### src/rtl/camera_reg_patcher.sv
// Round-robin, coalescing patcher of NUM_CH value channels into camera-settings BRAM slots.
// Optional macro CAM_PATCH_AUTOINIT_EN adds an automatic init request after each write burst.
module camera_reg_patcher #(
  parameter int unsigned          NUM_CH      = 4,
  parameter int unsigned          VAL_W       = 16,
  parameter int unsigned          ADDR_W      = 8,
  parameter int unsigned          SLOT_BASE   = 224,
  parameter logic [NUM_CH*16-1:0] CH_REG_ADDR = {16'h3402, 16'h3400, 16'h350A, 16'h3501}
) (
  input  logic                      clk_camera,
  input  logic                      sys_rst_camera,
  input  logic [NUM_CH*VAL_W-1:0]   ch_value,
  input  logic [NUM_CH-1:0]         ch_update,
  input  logic                      bus_active,
  input  logic                      cfg_init_ready,
  output logic                      cfg_init_valid,
  output logic                      bram_sel,
  output logic                      bram_we,
  output logic [ADDR_W-1:0]         bram_addr,
  output logic [23:0]               bram_din,
  output logic [NUM_CH-1:0]         pending,
  output logic                      busy
);

  localparam int unsigned BYTES = VAL_W / 8;
  localparam int unsigned CW    = (NUM_CH > 1) ? $clog2(NUM_CH) : 1;
  localparam int unsigned BW    = (BYTES > 1) ? $clog2(BYTES) : 1;

  if (VAL_W % 8 != 0) begin : g_err_val_w
    $error("camera_reg_patcher: VAL_W must be a multiple of 8");
  end
  if (SLOT_BASE + NUM_CH * BYTES > 2 ** ADDR_W) begin : g_err_slots
    $error("camera_reg_patcher: slot range exceeds BRAM address space");
  end

`ifdef CAM_PATCH_AUTOINIT_EN
  typedef enum logic [1:0] {IDLE, WRITE, INIT_REQ, INIT_WAIT} state_t;
`else
  typedef enum logic [0:0] {IDLE, WRITE} state_t;
  logic unused_init_ready;
  assign unused_init_ready = cfg_init_ready;
  assign cfg_init_valid    = 1'b0;
`endif

  state_t              state, state_n;
  logic [VAL_W-1:0]    shadow [NUM_CH];
  logic [VAL_W-1:0]    snap;
  logic [CW-1:0]       rr_ptr, ch_sel, gnt_ch;
  logic [BW-1:0]       byte_idx;
  logic                gnt_found, grant, last_byte, wr;
  logic [NUM_CH-1:0]   pend_n;
  logic [ADDR_W-1:0]   addr_c;
  logic [23:0]         din_c;
  int unsigned         cand;

  // First pending channel at or after rr_ptr, wrapping
  always_comb begin
    gnt_found = 1'b0;
    gnt_ch    = '0;
    cand      = 0;
    for (int unsigned i = 0; i < NUM_CH; i++) begin
      cand = (int'(rr_ptr) + i) % NUM_CH;
      if (!gnt_found && pending[cand]) begin
        gnt_found = 1'b1;
        gnt_ch    = CW'(cand);
      end
    end
  end

  always_comb begin
    state_n   = state;
    grant     = 1'b0;
    last_byte = (byte_idx == BW'(BYTES - 1));
    case (state)
      IDLE: if (gnt_found && !bus_active) begin
        grant   = 1'b1;
        state_n = WRITE;
      end
      WRITE: if (last_byte) begin
`ifdef CAM_PATCH_AUTOINIT_EN
        state_n = (pending == '0) ? INIT_REQ : IDLE;
`else
        state_n = IDLE;
`endif
      end
`ifdef CAM_PATCH_AUTOINIT_EN
      INIT_REQ:  if (cfg_init_valid && cfg_init_ready) state_n = INIT_WAIT;
      INIT_WAIT: if (!bus_active && cfg_init_ready) state_n = IDLE;
`endif
      default: state_n = IDLE;
    endcase

    // A strobe coinciding with its own grant re-arms pending so the newest value is rewritten
    pend_n = pending;
    if (grant) pend_n[gnt_ch] = 1'b0;
    pend_n = pend_n | ch_update;

    wr     = (state == WRITE);
    addr_c = ADDR_W'(SLOT_BASE + int'(ch_sel) * BYTES + int'(byte_idx));
    din_c  = {CH_REG_ADDR[16*ch_sel +: 16] + 16'(byte_idx),
              8'(snap >> (VAL_W - 8 - 8 * int'(byte_idx)))};
  end

  always_ff @(posedge clk_camera) begin
    if (sys_rst_camera) begin
      state     <= IDLE;
      pending   <= '0;
      rr_ptr    <= '0;
      ch_sel    <= '0;
      byte_idx  <= '0;
      snap      <= '0;
      for (int unsigned c = 0; c < NUM_CH; c++) shadow[c] <= '0;
      bram_sel  <= 1'b0;
      bram_we   <= 1'b0;
      bram_addr <= '0;
      bram_din  <= '0;
      busy      <= 1'b0;
`ifdef CAM_PATCH_AUTOINIT_EN
      cfg_init_valid <= 1'b0;
`endif
    end else begin
      state   <= state_n;
      pending <= pend_n;
      for (int unsigned c = 0; c < NUM_CH; c++)
        if (ch_update[c]) shadow[c] <= ch_value[VAL_W*c +: VAL_W];
      if (grant) begin
        snap     <= shadow[gnt_ch];
        ch_sel   <= gnt_ch;
        byte_idx <= '0;
        rr_ptr   <= (gnt_ch == CW'(NUM_CH - 1)) ? '0 : gnt_ch + 1'b1;
      end else if (wr) begin
        byte_idx <= byte_idx + 1'b1;
      end
      bram_sel  <= wr;
      bram_we   <= wr;
      bram_addr <= wr ? addr_c : '0;
      bram_din  <= wr ? din_c : '0;
      busy      <= (state != IDLE);
`ifdef CAM_PATCH_AUTOINIT_EN
      cfg_init_valid <= (state_n == INIT_REQ);
`endif
    end
  end

`ifndef SYNTHESIS
  a_no_bus_during_write: assert property (@(posedge clk_camera) disable iff (sys_rst_camera)
    !(state == WRITE && $rose(bus_active)));
`endif

endmodule

### config.mk
export PLATFORM = sky130hd
export DESIGN_NAME = camera_reg_patcher
export DESIGN_NICKNAME = d
export VERILOG_FILES = /design/src/rtl/camera_reg_patcher.sv
export SDC_FILE = /design/constraint.sdc
export NUM_CORES = 1
export LEC_CHECK = 0
export ABC_AREA = 1
export BUFFER_PORTS_ARGS = -buffer_cell sky130_fd_sc_hd__buf_2
export CORE_UTILIZATION = 32
export DETAILED_ROUTE_END_ITERATION = 7
export PLACE_DENSITY_LB_ADDON = 0.2
export SLEW_MARGIN = 20
export SYNTH_ARGS = -nofsm -noshare
export SYNTH_HDL_FRONTEND = slang
export SYNTH_SLANG_ARGS = --single-unit
### constraint.sdc
create_clock -name clk_camera -period 2.9 [get_ports clk_camera]
set_clock_uncertainty 0.05 [all_clocks]
set_input_delay 0.87 -clock clk_camera [delete_from_list [all_inputs] [get_ports clk_camera]]
set_output_delay 0.87 -clock clk_camera [all_outputs]
set_load 0.005 [all_outputs]
==> summary.txt <==
CTS
  • Clock network latency to the later pin of the worst-skew pair: 0.35 ns
  • Count of instances resized after the clock tree is built: 0
  • Number of setup buffers added after CTS: 0
  • Number of buffers on the longest clock path: 2
  • Clock H-tree levels: 3
  • Buffer cell driving the clock tree root: sky130_fd_sc_hd__clkbuf_16
  • TritonCTS clock tree: done
  • Sink Count: 108
  • CTS clk-pin slew, worst paths: 0.07 ns
  • Hold bufs inserted after CTS: 0
  • Number of CTS-inserted buffers: 9

STA
  • Final number of hold-violating endpoints: 0
  • FMAX: 433 MHz
  • Max-slew headroom at the worst pin: 59.9%
  • Fin crit period: 2.31 ns
  • Number of slew-limit violations in the final report: 0
  • Final clock period utilization by the worst path: 79.7%
  • Worst Slack Setup Final: 0.588 ns
  • Final setup violating endpoints: 0
  • Actual slew at the worst max-slew pin: 0.600 ns
  • Total Negative Setup Slacks: 0 ns
  • Setup repair after global routing missed its margin: false

Global routing
  • Overall global routing resource usage: 14.6%
  • Antenna violations before repair: 0
  • Overflow left after global routing: 0
  • Maximum number of pins on one net before global-route repair: 37
  • Vias in the first global route: 3816
  • Layer with the highest usage: met2
  • Met1 track demand over resource: 19.1%
  • Global routing met2 resource utilization: 23.6%
  • Wire length of the first global-routing pass: 18300 um
  • Fraction of met3 tracks used by global routing: 3.38%

Critical path
  • Critical Setup Path Class: reg2reg
  • Crit path max-delay cell type: sky130_fd_sc_hd__dfxtp_1
  • CP Launch Type: register
  • Critical Path Sink Type: register
  • Arrival time at the worst endpoint: 2.55 ns
  • CP max stage delay: 0.53 ns
  • Critical path depth: 11
  • Buffers & Inverters on Critical Path: 2
  • Crit path required time: 3.14 ns
  • Count of cells along the worst register-to-register path: 11
  • Critical Path Fanout Max: 36
  • Cell class contributing the biggest share of worst-path delay: simple AND/OR/NAND/NOR gates
  • Cell Chain, Critical Path: inv_2 -> nand2_1 -> nand3_1 -> nand2_2 -> nor2_1 -> nor2_1 -> nand2_2 -> nand2_4 -> inv_1 -> ha_1 -> a21oi_1

Floorplan
  • Row cnt: 45
  • Core area: 0.0154 mm2
  • Starting Density: 33.1%
  • Number of top-level pins: 112
  • Die Area: 0.0164 mm2
  • Die height: 128 um
  • Die Span X: 128 um

Placed design
  • Count of port buffers added during placement: 99
  • Placer's final routability congestion estimate: 0.802
  • HPWL Detailed: 8150 um
  • Setup Slack @ Placement: 0.622 ns

Power and ir drop
  • Overall power: 5.86 mW
  • Cell Int Power: 3.33 mW
  • Fraction of power spent switching nets: 43.2%
  • IR Drop Worst-Case VDD: 0.514 mV
  • Fraction of power consumed by sequential logic: 33.0%
  • Ratio of total power to cell area: 982 mW/mm2
  • Clock Power Share: 21.7%
  • Net switching component of the power: 2.53 mW
  • Cell leakage power: 3.06 nW
  • Comb power frac: 45.4%

Logic synthesis
  • Post-synthesis sequential area ratio: 55.1%
  • Count of mapped cells out of synthesis: 616
  • Flop and latch count out of synthesis: 108
  • Synthesized cell area: 0.00509 mm2
  • Synthesized area per cell: 8.26 um2
  • Number of distinct library cells after synthesis: 28
  • Synth area leader: sky130_fd_sc_hd__edfxtp_1
  • Area contributors post-synth: sky130_fd_sc_hd__edfxtp_1 (38%), sky130_fd_sc_hd__dfxtp_1 (17%), sky130_fd_sc_hd__nand2_1 (13%)
  • Share of Yosys cell area claimed by the top area cell type: 37.7%
  • Warnings from Yosys: 0

Finish
  • Nets@finish: 776
  • Most frequent cells in the layout: sky130_fd_sc_hd__nand2_1 (180), sky130_fd_sc_hd__inv_1 (100), sky130_fd_sc_hd__buf_2 (99), sky130_fd_sc_hd__nor2_1 (82), sky130_fd_sc_hd__edfxtp_1 (64)
  • Area of all sequential standard cells: 0.00280 mm2
  • Most common cell after layout, fill and taps aside: sky130_fd_sc_hd__nand2_1
  • Post-layout utilization of the core: 38.9%
  • Share of layout cells above drive strength 1: 19.7%
  • Area of the multi-input gates: 0.00166 mm2
  • Area growth, synth to finish: 17.3%
  • Fill cell count: 1606
  • Inserted Diodes: 0

Outcome
  • Status: finished clean

Min path
  • Worst min-delay path class: reg2reg
  • Worst hold path depth: 2

Detailed routing
  • Total Wirelength: 11200 um
  • Number of antenna-violating nets in the routed design: 0
  • Avg Vias per Cell: 4.26
  • Routed vias: 3906
  • DRC violations left: 0
  • Total iterations of the first detailed-routing run: 4
  • Wirelength per Cell: 12.2 um
  • Detailed Route Iter0 Violations: 208

Run
  • Max-cap violation count: 0
-- per-stage QoR --
stage	area, um2	cells	hold slack (ns)
2_1_floorplan	5130	626	0.376
3_3_place_gp	5660	901	0.387
3_5_place_dp	5660	901	0.390
4_1_cts	5970	917	0.403
5_1_grt	5970	917	0.423
6_report	5970	917	0.404
-- registers in the layout (all words and copies together) (netlist names) --
name and cells:
pending 4, ch_sel 2, snap 16, busy 1
shadow 64, rr_ptr 2, byte_idx 1, state 1
bram_din 14, bram_addr 3
-- synth_stat cells, drive strengths merged --
library cell,count
a211oi,2
a21oi,14
buf,32
clkbuf,9
clkinv,1
conb,1
dfxtp,44
edfxtp,64
ha,3
inv,104
nand2,184
nand3,48
nand3b,15
nor2,86
nor3,1
o21ai,5
or2,3
-- cells by family after synthesis --
kind of cell	synth area share, %
DFF	55.1
and+or+nand+nor	28.8
other	0.0737
buffers and inverters	13.2
adders and majority gates	0.737
AOI/OAI and AO/OA	2.16
-- area by class of cell --
class	count	area share, %
timing repair buffer	105	9.05
clock inverter	4	0.545
inverter	105	6.68
clock buffer	12	4.65
multi-input combinational	372	27.7
tap	211	4.42
sequential	108	46.9
-- power groups by stage --
stage | combinational [mW] | sequential, mW | clock (mW)
6_report | 2.66 | 1.93 | 1.27
5_1_grt | 3.06 | 1.96 | 1.36
4_1_cts | 2.70 | 1.93 | 1.29
3_5_place_dp | 2.68 | 1.97 | 0
3_3_place_gp | 2.66 | 1.97 | 0
2_1_floorplan | 2.17 | 1.93 | 0
-- worst paths after layout --
path              startpoint         to  slack (ns)
setup / recovery   rr_ptr[0]  rr_ptr[1]        0.59
hold / removal       snap[2]    snap[2]        0.40
setup reg to reg   rr_ptr[0]  rr_ptr[1]        0.59
hold reg to reg      snap[2]    snap[2]        0.40
-- worst reg2reg max path: cells and delay by family (launching register included) --
family	cells	cell delay, ns
flip-flops	1	0.53
AO/OA/AOI/OAI	1	0.12
adder cells (fa/ha/maj)	1	0.31
buffers and inverters	2	0.30
AND/OR/NAND/NOR	7	0.95
-- metal layers --
metal  wire length (um)  vias to the layer above  share of wire [%]
li1                   -                     2035                  -
met1               5390                     1753                 48
met2               5060                      101                 45
met3                543                       17                4.8
met4                218                        0                1.9
met5                  0                        -                  0
(Power assumes the default switching activity.)
